## config.mk

```make
export PLATFORM = sky130hd
export DESIGN_NAME = mem_ctrl
export DESIGN_NICKNAME = d
export VERILOG_FILES = /design/src/rtl/mem_ctrl.sv
export SDC_FILE = /design/constraint.sdc
export NUM_CORES = 1
export LEC_CHECK = 0
export BUFFER_PORTS_ARGS = -buffer_cell sky130_fd_sc_hd__buf_2
export CAP_MARGIN = 20
export CORE_UTILIZATION = 25
export CTS_CLUSTER_DIAMETER = 80
export CTS_CLUSTER_SIZE = 28
export DETAILED_ROUTE_END_ITERATION = 6
export SLEW_MARGIN = 20
export SYNTH_ARGS = -nofsm -noshare
export SYNTH_HDL_FRONTEND = slang
export SYNTH_SLANG_ARGS = --single-unit
```

## constraint.sdc

```tcl
create_clock -name CLK -period 2.1 [get_ports CLK]
set_input_delay 0.42 -clock CLK [delete_from_list [all_inputs] [get_ports CLK]]
set_output_delay 0.42 -clock CLK [all_outputs]
set_load 0.03 [all_outputs]
```

## src/rtl/mem_ctrl.sv

```systemverilog
// mem_ctrl: shares one serial memory channel between the fetch port and the
// data port. Round-robin arbitration, one transaction in flight, read requests
// packed as 5-byte messages and masked writes as 9-byte messages.
module mem_ctrl (
  input  logic        CLK,
  input  logic        RST,
  input  logic        if_req,
  input  logic [31:0] if_addr,
  output logic        if_done,
  output logic [31:0] if_rdata,
  input  logic        mem_req,
  input  logic        mem_we,
  input  logic [31:0] mem_addr,
  input  logic [31:0] mem_wdata,
  input  logic [3:0]  mem_mask,
  output logic        mem_done,
  output logic [31:0] mem_rdata,
  output logic        tx_flag,
  output logic [4:0]  tx_length,
  output logic [71:0] tx_data,
  input  logic        tx_ready,
  input  logic        rx_valid,
  input  logic [4:0]  rx_length,
  input  logic [71:0] rx_data,
  output logic        rx_flag,
  output logic        busy,
  output logic        err
);

  typedef enum logic [1:0] {
    IDLE = 2'd0,
    SEND = 2'd1,
    WAIT = 2'd2,
    RESP = 2'd3
  } state_t;

  state_t state;
  logic   last_data;   // 1: the data port won the most recent grant
  logic   port_data;   // 1: current transaction belongs to the data port
  logic   op_write;
  logic   grant_fetch;
  logic   grant_data;
  logic   unused_rx_bits;

  // Read request message: address in the low word, bit 32 clear, rest zero.
  function automatic logic [71:0] read_msg(input logic [31:0] addr);
    read_msg = {40'h00_0000_0000, addr};
  endfunction

  // Masked write message: data, address, byte mask; top nibble zero.
  function automatic logic [71:0] write_msg(input logic [31:0] addr,
                                            input logic [31:0] wdata,
                                            input logic [3:0]  mask);
    write_msg = {4'h0, mask, addr, wdata};
  endfunction

  // Only the low word of a reply carries data.
  assign unused_rx_bits = ^rx_data[71:32];

  assign tx_flag = (state == SEND) && tx_ready;
  assign rx_flag = rx_valid && RST;   // every offered reply is consumed at once
  assign busy    = (state != IDLE);

  // Round-robin arbiter: on a tie, grant the port that did not win last time.
  always_comb begin
    grant_fetch = 1'b0;
    grant_data  = 1'b0;
    if (if_req && mem_req) begin
      if (last_data) begin
        grant_fetch = 1'b1;
      end else begin
        grant_data = 1'b1;
      end
    end else if (if_req) begin
      grant_fetch = 1'b1;
    end else if (mem_req) begin
      grant_data = 1'b1;
    end else begin
      grant_fetch = 1'b0;
      grant_data  = 1'b0;
    end
  end

  // Transaction FSM with registered message, done pulses, read data and error flag.
  always_ff @(posedge CLK or negedge RST) begin
    if (!RST) begin
      state     <= IDLE;
      last_data <= 1'b1;
      port_data <= 1'b0;
      op_write  <= 1'b0;
      tx_length <= 5'd0;
      tx_data   <= 72'h0;
      if_done   <= 1'b0;
      mem_done  <= 1'b0;
      if_rdata  <= 32'h0;
      mem_rdata <= 32'h0;
      err       <= 1'b0;
    end else begin
      if_done  <= 1'b0;
      mem_done <= 1'b0;
      // Any reply other than a length-4 reply in WAIT is discarded as an error.
      if (rx_valid && !((state == WAIT) && (rx_length == 5'd4))) begin
        err <= 1'b1;
      end
      case (state)
        IDLE: begin
          if (grant_fetch) begin
            port_data <= 1'b0;
            last_data <= 1'b0;
            op_write  <= 1'b0;
            tx_length <= 5'd5;
            tx_data   <= read_msg(if_addr);
            state     <= SEND;
          end else if (grant_data) begin
            port_data <= 1'b1;
            last_data <= 1'b1;
            op_write  <= mem_we;
            if (mem_we && (mem_mask == 4'b0000)) begin
              // Nothing to write: complete without touching the channel.
              mem_done <= 1'b1;
              state    <= RESP;
            end else if (mem_we) begin
              tx_length <= 5'd9;
              tx_data   <= write_msg(mem_addr, mem_wdata, mem_mask);
              state     <= SEND;
            end else begin
              tx_length <= 5'd5;
              tx_data   <= read_msg(mem_addr);
              state     <= SEND;
            end
          end
        end
        SEND: begin
          if (tx_ready) begin
            if (op_write) begin
              mem_done <= 1'b1;
              state    <= RESP;
            end else begin
              state <= WAIT;
            end
          end
        end
        WAIT: begin
          if (rx_valid && (rx_length == 5'd4)) begin
            if (port_data) begin
              mem_rdata <= rx_data[31:0];
              mem_done  <= 1'b1;
            end else begin
              if_rdata <= rx_data[31:0];
              if_done  <= 1'b1;
            end
            state <= RESP;
          end
        end
        RESP: begin
          state <= IDLE;
        end
        default: begin
          state <= IDLE;
        end
      endcase
    end
  end

endmodule

```

==> results.md, run 1 <==
* Type of the worst setup path: reg -> out
* Mean Syn Cell Area at 14.79 sq um
* Crit path launch: state[0]
* Overflow left after global routing at 0
* Count of synthesis-stage warnings from yosys at 0
* Hpwl dp at 12,130 um
* Crit path time final at 1.981 ns
* Nature of the critical path startpoint: flop
* Clock power frac at 0.240
* Clk_lat worst skew at 0.42 ns
* Total via count in the routed design at 4,551
* Power share of the combinational group at 0.412
* Initial antenna violation count at 0
* Remaining routing DRC violations at 0
* Number of max-slew violations in the final report at 0
* Via count of the first global-routing pass at 4,964
* Cell Rows at 57
* Top-level port count at 331
* Worst Setup EP: busy
* Die area at 25,830 sq um
* Share of post-route cells with drive strength above 1 at 0.6849
* Routed vias/inst at 4.318
* Worst endpoint required time at 1.68 ns
* ANT nets after route at 0
* Crit-path max FO at 5
* Sequential fraction of the synthesis area at 0.5683
* Gate count of the mapped netlist at 426
* Global-route wire length before repair at 27,030 um
* Fraction of power spent switching nets at 0.4098
* Max Clk Rate at 0.5048 GHz
* Count of hold-fix buffers inserted at cts at 0
* Area growth syn-to-layout at 38.56%
* Internal reg-to-reg setup slack at 0.19 ns
* Post-synthesis cell type count at 35
* Crit. End Element: output pin
* Root buffer cell: sky130_fd_sc_hd__clkbuf_16
* Reg2Reg Capture Point: tx_data[17]
* Number of clock sinks seen by CTS at 143
* Final Setup Violations at 0
* VDD IR-drop max at 0.6716 mV
* Internal Dissipation at 7.091 mW
* Outcome: complete, no violations
* TritonCTS Buffers at 17
* Number of DRC markers in iteration 0 at 189
* Post-CTS Setup Repair Bufs at 0
* Number of max-capacitance violations reported at 0
* Global router's overall resource usage at 0.1346
* Max_slew headroom at 0.4724
* Synthesized area at 6299 sq um
* RSZ-0062 raised after global routing: no
* Cell accounting for the most synthesized area: sky130_fd_sc_hd__dfrtp_1
* Sequential share of power at 0.347
* Final hold violation count at 0
* Measured slew at the worst slew-check pin at 0.7915 ns
* P_leak at 4.636 nW
* Worst reg2reg path startpoint: state[0]
* Leading cell types by total area after synthesis: sky130_fd_sc_hd__dfrtp_1 (56%), sky130_fd_sc_hd__mux2_2 (27%), sky130_fd_sc_hd__a22o_1 (5.0%), sky130_fd_sc_hd__mux2_4 (2.1%), sky130_fd_sc_hd__buf_4 (1.1%)
* Tightest hold margin at 0.1191 ns
* Primary flip-flop cell chosen by synthesis mapping: sky130_fd_sc_hd__dfrtp_1
* Average detailed-routed wire length per instance at 16.07 um
* Die Wd at 160.7 um
* Power Density at 1377 nW/um^2
* Net switching power at 4.924 mW
* Worst hold-check path type: in -> async
* Reg clk slew, reported paths at 0.07 ns
* Final core utilization at 0.3557
* Synth top area share at 0.5642
* Final weighted congestion in routability-driven placement at 0.7473
* Deepest level of the CTS H-tree at 4
* Placeable core area at 24,530 sq um
* Detailed-routing iteration count for the pre-antenna-repair pass at 6
* Number of flops mapped to enable cells by yosys at 0
* Clock tree buffer depth at 2
* Effective utilization at floorplan at 0.2567
* CP Data Arrival Time at 1.56 ns
* CTS tree: yes
* Nets@finish at 905
* Die height at 160.7 um
* Register bit count reported by yosys at 143
* Number of port buffers at 284
* Worst Skew at 0.01090 ns
* Number of resized instances in the post-cts repair step at 0
* Tcrit/Tclk final at 0.9433
* Post-detailed-routing wire length at 16,940 um
* Share of synthesized flip-flops with an asynchronous set or reset at 1.000
* Total Negative Setup Slacks at 0 ns
* Reg2reg path depth at 6
* Antenna fix cells at 0
* Maximum number of pins on one net before global-route repair at 144
## cell families after synthesis
kind of cell / synth area share
flip-flops: 0.5683
multiplexers: 0.2914
other: 0.0005954
buffers and inverters: 0.03774
AND/OR/NAND/NOR: 0.02483
AO/OA/AOI/OAI: 0.06913
adder cells (fa/ha/maj): 0.007946
## placed cells by master, fill, tap and decap left out, types with 2 or more instances in the layout
cell and instances:
sky130_fd_sc_hd__ha_1 4, sky130_fd_sc_hd__clkinvlp_4 6, sky130_fd_sc_hd__mux2_2 151, sky130_fd_sc_hd__conb_1 6
sky130_fd_sc_hd__a31oi_1 5, sky130_fd_sc_hd__inv_6 6, sky130_fd_sc_hd__nand2b_1 2, sky130_fd_sc_hd__buf_12 7
sky130_fd_sc_hd__nand2_1 7, sky130_fd_sc_hd__dfrtp_1 142, sky130_fd_sc_hd__buf_2 282, sky130_fd_sc_hd__a22o_1 36
sky130_fd_sc_hd__buf_4 10, sky130_fd_sc_hd__a21oi_1 2, sky130_fd_sc_hd__inv_1 6, sky130_fd_sc_hd__a21o_1 3
sky130_fd_sc_hd__mux2_4 9, sky130_fd_sc_hd__and2_1 3, sky130_fd_sc_hd__o21ai_0 3, sky130_fd_sc_hd__clkbuf_16 17
## critical path, stage by stage (launching register included)
cell	delay (ns)
sky130_fd_sc_hd__dfrtp_1	0.40
sky130_fd_sc_hd__inv_1	0.10
sky130_fd_sc_hd__ha_1	0.27
sky130_fd_sc_hd__inv_1	0.16
sky130_fd_sc_hd__clkbuf_4	0.22
## cells in the mapped netlist (all sizes together) (2+ instances only)
| cell type | number |
|---|---|
| a31oi | 5 |
| a21o | 3 |
| o21ai | 4 |
| inv | 6 |
| dfrtp | 142 |
| nand2b | 2 |
| a22o | 36 |
| mux2 | 160 |
| nor2b | 2 |
| and2 | 3 |
| ha | 4 |
| clkbuf | 7 |
| a21oi | 2 |
| nand2 | 7 |
| nor2 | 2 |
| buf | 27 |
## layout make-up
class / instances / area [sq um]
repair buffers: 301 / 1645
multi-input cells: 248 / 2520
well taps: 324 / 405.4
flip-flops and latches: 143 / 3580
clock buffers: 18 / 429.2
clock inverters: 14 / 125.1
fillers: 2455 / 15810
inverters: 6 / 22.52
## state kept, by name, summed over array words and instances (netlist names)
name,cells
err,1
if_done,1
if_rdata,32
last_data,1
mem_done,1
mem_rdata,32
op_write,1
port_data,1
state,2
tx_data,68
tx_length,3
## power by group through the flow
stage	registers [mW]	clock network [mW]	logic, mW
floorplan	5.90	0	1.64
global placement	4.18	0	4.96
detailed placement	4.19	0	5.02
CTS	4.17	3.02	5.01
global route	4.29	3.11	5.26
finish	4.17	2.89	4.95
## metal layers
metal	GRT usage	vias up	part of all wire
li1	-	2130	-
met1	0.1614	2216	0.43
met2	0.2267	192	0.48
met3	0.04881	13	0.077
met4	0.03688	0	0.010
met5	0	-	0
## worst min-delay path by stage
stage,cells past startpoint,end,slack [ns]
after floorplan,0,err,0.12
after global placement,1,err,0.44
after detailed placement,1,err,0.45
after CTS,2,if_rdata[9],0.16
after global routing,2,if_rdata[9],0.19
final,2,if_rdata[9],0.12
## metrics by stage
stage	instance area (sq um)	total power [mW]	instances	worst slack, ns
2_1_floorplan	6317	7.542	431	0.08182
3_3_place_gp	8170	9.145	1022	0.04941
3_5_place_dp	8170	9.213	1022	0.05675
4_1_cts	8725	12.20	1054	0.08308
5_1_grt	8727	12.66	1054	0.007345
6_report	8727	12.01	1054	0.1190
No activity file was read; power rests on OpenSTA's default activity.
==> run 2: changes to the inputs <==
--- a/config.mk
+++ b/config.mk
@@ -8,9 +8,12 @@
 export BUFFER_PORTS_ARGS = -buffer_cell sky130_fd_sc_hd__buf_2
 export CAP_MARGIN = 20
 export CORE_UTILIZATION = 25
+export CTS_BUF_LIST = sky130_fd_sc_hd__clkbuf_4 sky130_fd_sc_hd__clkbuf_8
 export CTS_CLUSTER_DIAMETER = 80
 export CTS_CLUSTER_SIZE = 28
 export DETAILED_ROUTE_END_ITERATION = 6
+export HOLD_SLACK_MARGIN = 0.03
+export SKIP_LAST_GASP = 1
 export SLEW_MARGIN = 20
 export SYNTH_ARGS = -nofsm -noshare
 export SYNTH_HDL_FRONTEND = slang
==> run 2 against run 1 <==
Total power fell by 6.5%; register-to-register slack improved by 0.04 ns; largest cell class unchanged; critical path type unchanged; core utilization shrank 0.73 points; largest power group unchanged.
==> results.md, run 2 (synthesis gave the netlist of run 1 again) <==
* Remaining routing DRC violations at 0 (unchanged)
* # placed instances at 1,022 (unchanged)
* Area of combinational cells with multiple inputs at 2520 sq um (unchanged)
* VDD IR-drop max at 0.6695 mV (-0.31%)
* Hpwl dp at 12,130 um (unchanged)
* Max Clk Rate at 0.5068 GHz (+0.41%)
* Total Negative Setup Slacks at 0 ns (unchanged)
* Crit-path max FO at 5 (unchanged)
* Area used by sequential logic in the layout at 3580 sq um (unchanged)
* Number of max-capacitance violations reported at 0 (unchanged)
* Reg with most FFs: tx_data
* Total via count in the routed design at 4,545 (-0.13%)
* Nets@finish at 906 (+0.11%)
* Number of clock sinks seen by CTS at 143 (unchanged)
* Nature of the critical path startpoint: flop
* Final hold violation count at 0 (unchanged)
* Overflow left after global routing at 0 (unchanged)
* Placeable core area at 24,530 sq um (unchanged)
* Number of cells in the finished layout apart from fillers at 1,055 (+0.095%)
* Tcrit/Tclk final at 0.9395 (-0.003809)
* Power Density at 1314 nW/um^2 (-4.6%)
* ANT nets after route at 0 (unchanged)
* Top library cells by usage in the layout, fill and taps aside: sky130_fd_sc_hd__buf_2 (282), sky130_fd_sc_hd__mux2_2 (151), sky130_fd_sc_hd__dfrtp_1 (142)
* CTS tree: yes
* Measured slew at the worst slew-check pin at 0.7798 ns (-0.01166 ns)
* Crit path time final at 1.973 ns (-0.007999 ns)
* Final Setup Violations at 0 (unchanged)
* CP Data Arrival Time at 1.55 ns (about the same)
* Clk_lat worst skew at 0.44 ns (+0.02 ns)
* Final core utilization at 0.3484 (-0.007344)
* Worst reg2reg path startpoint: state[1]
* Number of port buffers at 284 (unchanged)
* Via count of the first global-routing pass at 4,979 (+0.30%)
* Crit path launch: state[1]
* Global-route wire length before repair at 26,990 um (-0.16%)
* Antenna fix cells at 0 (unchanged)
* Post-detailed-routing wire length at 16,910 um (-0.22%)
* Final weighted congestion in routability-driven placement at 0.7473 (unchanged)
* Fill cell total of the finished layout at 2,472 (+0.69%)
* Global router's overall resource usage at 0.1341 (-0.0004944)
* Worst Skew at 0.01510 ns (+0.004200 ns)
* Area growth syn-to-layout at 35.70%
* Number of DRC markers in iteration 0 at 174 (-7.9%)
* Type of the worst setup path: reg -> out
* Crit. End Element: output pin
* Commonest non-fill, non-tap cell in the layout: sky130_fd_sc_hd__buf_2
* Die area at 25,830 sq um (unchanged)
* Root buffer cell: sky130_fd_sc_hd__clkbuf_8
* Clock tree buffer depth at 2 (unchanged)
* Effective utilization at floorplan at 0.2567 (unchanged)
* Die height at 160.7 um (unchanged)
* Average detailed-routed wire length per instance at 16.02 um (-0.31%)
* Outcome: complete, no violations
* RSZ-0062 raised after global routing: no
* TritonCTS Buffers at 17 (unchanged)
* P_leak at 4.557 nW (-1.7%)
* Worst hold-check path type: in -> async
* Initial antenna violation count at 0 (unchanged)
* Top-level port count at 331 (unchanged)
* Number of max-slew violations in the final report at 0 (unchanged)
* Tightest hold margin at 0.1014 ns (-0.01773 ns)
* Max_slew headroom at 0.4801 (+0.007774)
* Deepest level of the CTS H-tree at 4 (unchanged)
* Reg clk slew, reported paths at 0.10 ns (+0.03 ns)
* Die Wd at 160.7 um (unchanged)
* Detailed-routing iteration count for the pre-antenna-repair pass at 4 (-2)
* Worst endpoint required time at 1.68 ns (about the same)
* Maximum number of pins on one net before global-route repair at 144 (unchanged)
* Regs by FF count: tx_data x68, if_rdata x32, mem_rdata x32
* Overall power after layout at 11.23 mW (-6.5%)
* Share of post-route cells with drive strength above 1 at 0.6867 (+0.001799)
* Cell Rows at 57 (unchanged)
* Routed vias/inst at 4.308 (-0.23%)
* Max reg flops at 68 (unchanged)
==> run 2: power by group <==
group / switching (mW) / internal (mW) / total, mW
registers: 0.490 / 3.67 / 4.16
logic: 3.09 / 1.87 / 4.97
clock network: 1.23 / 0.869 / 2.10
==> run 2: final cells by class <==
cell class / count / share of cell area
sequential: 143 / 0.4188
timing repair buffer: 302 / 0.1934
inverter: 6 / 0.002635
tap: 324 / 0.04743
multi-input combinational: 248 / 0.2948
clock inverter: 14 / 0.01464
clock buffer: 18 / 0.02825
==> run 2: repair_timing <==
item                                    4_1_cts  5_1_grt
gates resized for setup                       0        1
buffers inserted                              0        1
endpoints found under the setup margin        0        1
hold buffers                                  0        0
==> run 2: final timing paths <==
| kind | to | cells past startpoint | slack (ns) |
|---|---|---|---|
| worst max-delay path | busy | 4 | 0.13 |
| worst min-delay path | if_rdata[9] | 2 | 0.10 |
| worst max register to register | tx_data[17] | 6 | 0.23 |
| worst min register to register | err | 1 | 0.47 |
| max in group asynchronous | tx_data[44] | 2 | 1.42 |
| min in group CLK | tx_data[37] | 2 | 0.21 |
==> run 2: per-stage QoR <==
stage,cell area (sq um),worst slack (ns)
finish,8547,0.1270
CTS,8537,0.03071
global route,8547,0.005549
detailed placement,8170,0.05675
global placement,8170,0.04941
floorplan,6317,0.08182
==> run 2: routing by layer <==
metal | part of all wire | global-route usage | wire length (um)
met1 | 0.42 | 0.1596 | 7090
met2 | 0.49 | 0.2283 | 8324
met3 | 0.078 | 0.04649 | 1315
met4 | 0.010 | 0.03816 | 175
met5 | 0 | 0 | 0
==> run 2: worst max-delay path, stage by stage, from the launching register on <==
cell                       delay (ns)
sky130_fd_sc_hd__dfrtp_1         0.41
sky130_fd_sc_hd__inv_1           0.09
sky130_fd_sc_hd__ha_1            0.25
sky130_fd_sc_hd__inv_1           0.16
sky130_fd_sc_hd__clkbuf_4        0.22
